## src/rtl/pdm_sample_feeder.sv

```systemverilog
// pdm_sample_feeder: small sample FIFO that a down-counting divider paces out.
// One sample is popped per period and presented to the PDM modulator with a
// one-cycle write strobe. The block also reports the FIFO level and a sticky
// underrun flag.
module pdm_sample_feeder #(
  parameter int DEPTH = 8,
  parameter int DIV_W = 8
) (
  input  logic                    clk_i,
  input  logic                    reset_n_i,
  input  logic [4:0]              wr_data_i,
  input  logic                    wr_valid_i,
  output logic                    wr_ready_o,
  input  logic                    enable_i,
  input  logic [DIV_W-1:0]        div_i,
  input  logic                    clr_underrun_i,
  output logic [4:0]              sample_out_o,
  output logic                    sample_we_o,
  output logic [$clog2(DEPTH):0]  level_o,
  output logic                    underrun_o
);

  localparam int AW = $clog2(DEPTH);
  localparam int LW = AW + 1;
  localparam logic [LW-1:0] FULL_LVL = LW'(DEPTH);

  logic [4:0]       mem_q [DEPTH];
  logic [AW-1:0]    wr_ptr_q, wr_ptr_d;
  logic [AW-1:0]    rd_ptr_q, rd_ptr_d;
  logic [LW-1:0]    level_q, level_d;
  logic [DIV_W-1:0] cnt_q, cnt_d;
  logic [4:0]       sample_q, sample_d;
  logic             we_q, we_d;
  logic             underrun_q, underrun_d;

  logic empty, full, tick, push, pop;

  // Next-state logic: divider tick, FIFO push/pop and output updates.
  always_comb begin
    empty = (level_q == '0);
    full  = (level_q == FULL_LVL);
    tick  = enable_i && (cnt_q == '0);
    push  = wr_valid_i && !full;
    // A push into an empty FIFO is not visible to a same-cycle tick.
    pop   = tick && !empty;

    // Disabled: keep the counter primed with the period so the first tick
    // lands div+1 cycles after enable rises. A new div only lands on reload.
    if (!enable_i || tick) begin
      cnt_d = div_i;
    end else begin
      cnt_d = cnt_q - DIV_W'(1);
    end

    wr_ptr_d = push ? wr_ptr_q + AW'(1) : wr_ptr_q;
    rd_ptr_d = pop  ? rd_ptr_q + AW'(1) : rd_ptr_q;
    level_d  = level_q + LW'(push) - LW'(pop);

    sample_d = pop ? mem_q[rd_ptr_q] : sample_q;
    we_d     = pop;

    // A new underrun wins over a same-cycle clear.
    if (tick && empty) begin
      underrun_d = 1'b1;
    end else if (clr_underrun_i) begin
      underrun_d = 1'b0;
    end else begin
      underrun_d = underrun_q;
    end
  end

  // Control and output registers, cleared asynchronously.
  always_ff @(posedge clk_i or negedge reset_n_i) begin
    if (!reset_n_i) begin
      wr_ptr_q   <= '0;
      rd_ptr_q   <= '0;
      level_q    <= '0;
      cnt_q      <= '0;
      sample_q   <= 5'h00;
      we_q       <= 1'b0;
      underrun_q <= 1'b0;
    end else begin
      wr_ptr_q   <= wr_ptr_d;
      rd_ptr_q   <= rd_ptr_d;
      level_q    <= level_d;
      cnt_q      <= cnt_d;
      sample_q   <= sample_d;
      we_q       <= we_d;
      underrun_q <= underrun_d;
    end
  end

  // Sample storage; contents are don't-care after reset, so no reset here.
  always_ff @(posedge clk_i) begin
    if (push) begin
      mem_q[wr_ptr_q] <= wr_data_i;
    end
  end

  assign wr_ready_o   = !full;
  assign level_o      = level_q;
  assign sample_out_o = sample_q;
  assign sample_we_o  = we_q;
  assign underrun_o   = underrun_q;

endmodule

```

## config.mk

```make
export PLATFORM = sky130hd
export DESIGN_NAME = pdm_sample_feeder
export DESIGN_NICKNAME = d
export VERILOG_FILES = /design/src/rtl/pdm_sample_feeder.sv
export SDC_FILE = /design/constraint.sdc
export NUM_CORES = 1
export LEC_CHECK = 0
export ABC_CLOCK_PERIOD_IN_PS = 4030
export BUFFER_PORTS_ARGS = -buffer_cell sky130_fd_sc_hd__buf_2
export CORE_MARGIN = 5
export CORE_UTILIZATION = 60
export CTS_BUF_LIST = sky130_fd_sc_hd__clkbuf_16
export CTS_CLUSTER_DIAMETER = 150
export DETAILED_ROUTE_END_ITERATION = 16
export PLACE_DENSITY = 0.81
export REMOVE_ABC_BUFFERS = 1
export SKIP_CTS_REPAIR_TIMING = 1
export SYNTH_ARGS = -nofsm -noshare
export SYNTH_HDL_FRONTEND = slang
export SYNTH_SLANG_ARGS = --single-unit
```

## constraint.sdc

```tcl
create_clock -name clk_i -period 4.03 [get_ports clk_i]
set_input_delay 0.6045 -clock clk_i [delete_from_list [all_inputs] [get_ports clk_i]]
set_output_delay 0.6045 -clock clk_i [all_outputs]
set_load 0.1 [all_outputs]
```

==> impl_metrics.csv <==
group,metric,value,unit
timing,worst_pin_slew,825,ps
clock_tree,cts_made_buffers,9,
floorplan,core,4440,sq um
setup_path,timing.rr.end,"level_o[3]$_DFF_PN0_",
clock_tree,cts_root_buffer,"clkbuf_16",
global_routing,antenna_found_initial,0,
clock_tree,htree_levels,3,
floorplan,pin_count,30,
synth,ys_dominant_reg_cell,"edfxtp_1",
placement,port_buffers,29,
floorplan,start_util,62.8,%
setup_path,crit_path_end_kind,"register",
synth,yosys_warnings,0,
timing,max_freq,378,MHz
timing,skew,6.98,ps
synth,syn_area_per_cell,15.5,sq um
setup_path,crit_chain,"inv_1 -> ha_1 -> nor3b_2 -> nand4b_2 -> inv_1 -> ha_1 -> inv_1 -> ha_1 -> a21o_1 -> a21oi_1 -> xor2_1",
synth,ys_seq_elements,65,
clock_tree,cts.sinks,65,
layout,mostFrequentLayoutCells,"edfxtp_1, buf_2, dfrtp_1, nand2_1, inv_1",
routing,dr.pass1.iters,4,
routing,num_vias,1539,
setup_path,crit_type,"register to register",
setup_path,r2r.worst_path.cells,11,
setup_path,required,4260,ps
floorplan,die-area,6110,sq um
setup_path,worstPathMaxFanout,14,
layout,multi_input_area,887,sq um
layout,final_nets,244,
timing,setup_ws,1390,ps
routing,route.detailed.drc,0,
hold_path,hold_class,"input port to asynchronous set/reset pin",
global_routing,gr-total-overflow,0,
timing,rsz0062_at_grt,"false",
layout,regArea,1830,sq um
global_routing,grt_pass1_vias,1674,
placement,dpl_worst_slack,1410,ps
global_routing,grt_use_total,18.9,%
layout,area_growth,16.2,%
setup_path,r2r_setup_slack,1390,ps
synth,synth-edff-count,40,
setup_path,start_kind,"register",
flow_run,drv_cap,0,
layout,final_common_cell,"edfxtp_1",
status,status,"finished, final reports clean",
clock_tree,clkLatencyLatePin,320,ps
placement,gp_congestion,0.767,
layout,drive_gt1_share,28.6,%
timing,fin_crit_sh,65.6,%
power_and_ir_drop,p_leak,1.33,nW
timing,setup_tns,0,ps
routing,drtIter0Drc,79,
clock_tree,cts_tree,"yes",
floorplan,rows,24,
routing,totalWireLength,5050,um
synth,seq_area_frac_synth,65.5,%
synth,syn-cell-area,2790,sq um
placement,dp_hpwl,3490,um
synth,syn_inst,180,
floorplan,dieHeight,78.2,um
clock_tree,path_clk_slew,50,ps
layout,fillers,284,
routing,via_per_inst,5.66,
layout,diodes,0,
global_routing,grt_first_pass_wirelength,8540,um
global_routing,grt_max_degree,26,
clock_tree,ctsLongestPathBuffers,2,
setup_path,r2r_start,"cnt_q[0]$_DFF_PN0_",
timing,hold_viol,0,
timing,drv_slew,0,
power_and_ir_drop,vdd.ir_drop.worst,444,uV
routing,ant_nets,0,
floorplan,chipWidth,78.2,um
routing,wl_per_cell,18.6,um
power_and_ir_drop,pwr_density_cell,761,nW/um^2
setup_path,cp_slowest_cell,"nand4b_2",
timing,finalCriticalPeriod,2640,ps
timing,finalSetupViolCount,0,
synth,synth_cell_types,35,
setup_path,max_stage_delay,420,ps
setup_path,crit_arrival,2870,ps
synth,synthArstFlopShare,38.5,%
timing,relSlewSlack,44.6,%
final cells by class:
type	instances	share of cell area (%)
Sequential cell	65	56.3
Inverter	10	1.16
Timing Repair Buffer	29	4.48
Clock inverter	7	1.70
Tap cell	52	2.01
Multi-Input combinational cell	100	27.4
Clock buffer	9	6.95
per-layer routing:
| metal | GRT usage, % | wire length, um | part of all wire, % | vias to the layer above |
|---|---|---|---|---|
| met5 | 0 | 0 | 0 | - |
| met4 | 8.22 | 98 | 1.9 | 0 |
| met3 | 4.58 | 186 | 3.7 | 9 |
| met2 | 30.3 | 2610 | 52 | 37 |
| met1 | 24.7 | 2160 | 43 | 765 |
| li1 | - | - | - | 728 |
cells in the mapped netlist, types with 2 or more instances:
| master | n | area share, % |
|---|---|---|
| ha_1 | 10 | 4.5 |
| nor2_1 | 9 | 1.2 |
| xnor2_1 | 5 | 1.6 |
| mux2i_1 | 5 | 1.8 |
| nand2_1 | 19 | 2.6 |
| inv_1 | 10 | 1.3 |
| buf_6 | 2 | 0.81 |
| o21ai_0 | 9 | 1.6 |
| xor2_1 | 5 | 1.6 |
| o21ai_2 | 3 | 0.94 |
| edfxtp_1 | 40 | 43 |
| o21ai_1 | 2 | 0.36 |
| mux4_2 | 10 | 8.1 |
| nand3_1 | 2 | 0.36 |
| dfrtp_1 | 25 | 22 |
| nand2b_1 | 3 | 0.67 |
| nor3_1 | 3 | 0.54 |
how the worst max path moves through the flow:
stage / start / endpoint / slack, ps / depth (start not counted)
global placement: level_o[2]$_DFF_PN0_ / level_o[2]$_DFF_PN0_ / 1580 / 10
CTS: cnt_q[0]$_DFF_PN0_ / level_o[3]$_DFF_PN0_ / 1360 / 11
detailed placement: cnt_q[0]$_DFF_PN0_ / level_o[3]$_DFF_PN0_ / 1410 / 11
global route: cnt_q[0]$_DFF_PN0_ / level_o[3]$_DFF_PN0_ / 1180 / 11
finish: cnt_q[0]$_DFF_PN0_ / level_o[3]$_DFF_PN0_ / 1390 / 11
floorplan: level_o[2]$_DFF_PN0_ / level_o[2]$_DFF_PN0_ / 770 / 9
cells by family after synthesis:
logic type | count (synthesis) | share of synthesized area (%)
flip-flops | 65 | 65.5
AND/OR/NAND/NOR | 44 | 8.34
AO/OA/AOI/OAI | 17 | 3.72
multiplexers | 17 | 10.8
buffers and inverters | 15 | 2.74
XOR/XNOR | 11 | 3.72
adder cells (fa/ha/maj) | 11 | 5.20
power breakdown:
part / total (mW) / switching, mW / internal (mW) / leakage, nW
combinational: 0.771 / 0.535 / 0.236 / 0.497
clock: 0.724 / 0.258 / 0.467 / 0.150
sequential: 0.971 / 0.120 / 0.850 / 0.678
total: 2.47 / 0.913 / 1.55 / 1.33
registers in the layout, indices dropped and copies added, names as in the netlist:
name,cells
underrun_o,1
sample_we_o,1
cnt_q,8
rd_ptr_q,3
wr_ptr_q,3
level_o,4
sample_out_o,5
mem_q,40
worst max-delay path, delay by kind of cell, from the launching register on:
family,cells,cell delay [ps]
flops,1,390
xor+xnor,1,200
compound gates,2,340
fa+ha+maj,3,580
buf+inv,3,350
simple gates,2,680
through the flow:
step	power [mW]	std cells	hold slack, ps	cell area (sq um)	util (%)
floorplan	1.57	175	309	2750	-
global placement	1.70	256	469	2960	66.6
detailed placement	1.75	256	465	2960	66.6
CTS	2.48	272	288	3240	72.9
global route	2.58	272	323	3240	72.9
finish	2.47	272	272	3240	72.9
Power figures use the tool's default switching activity.
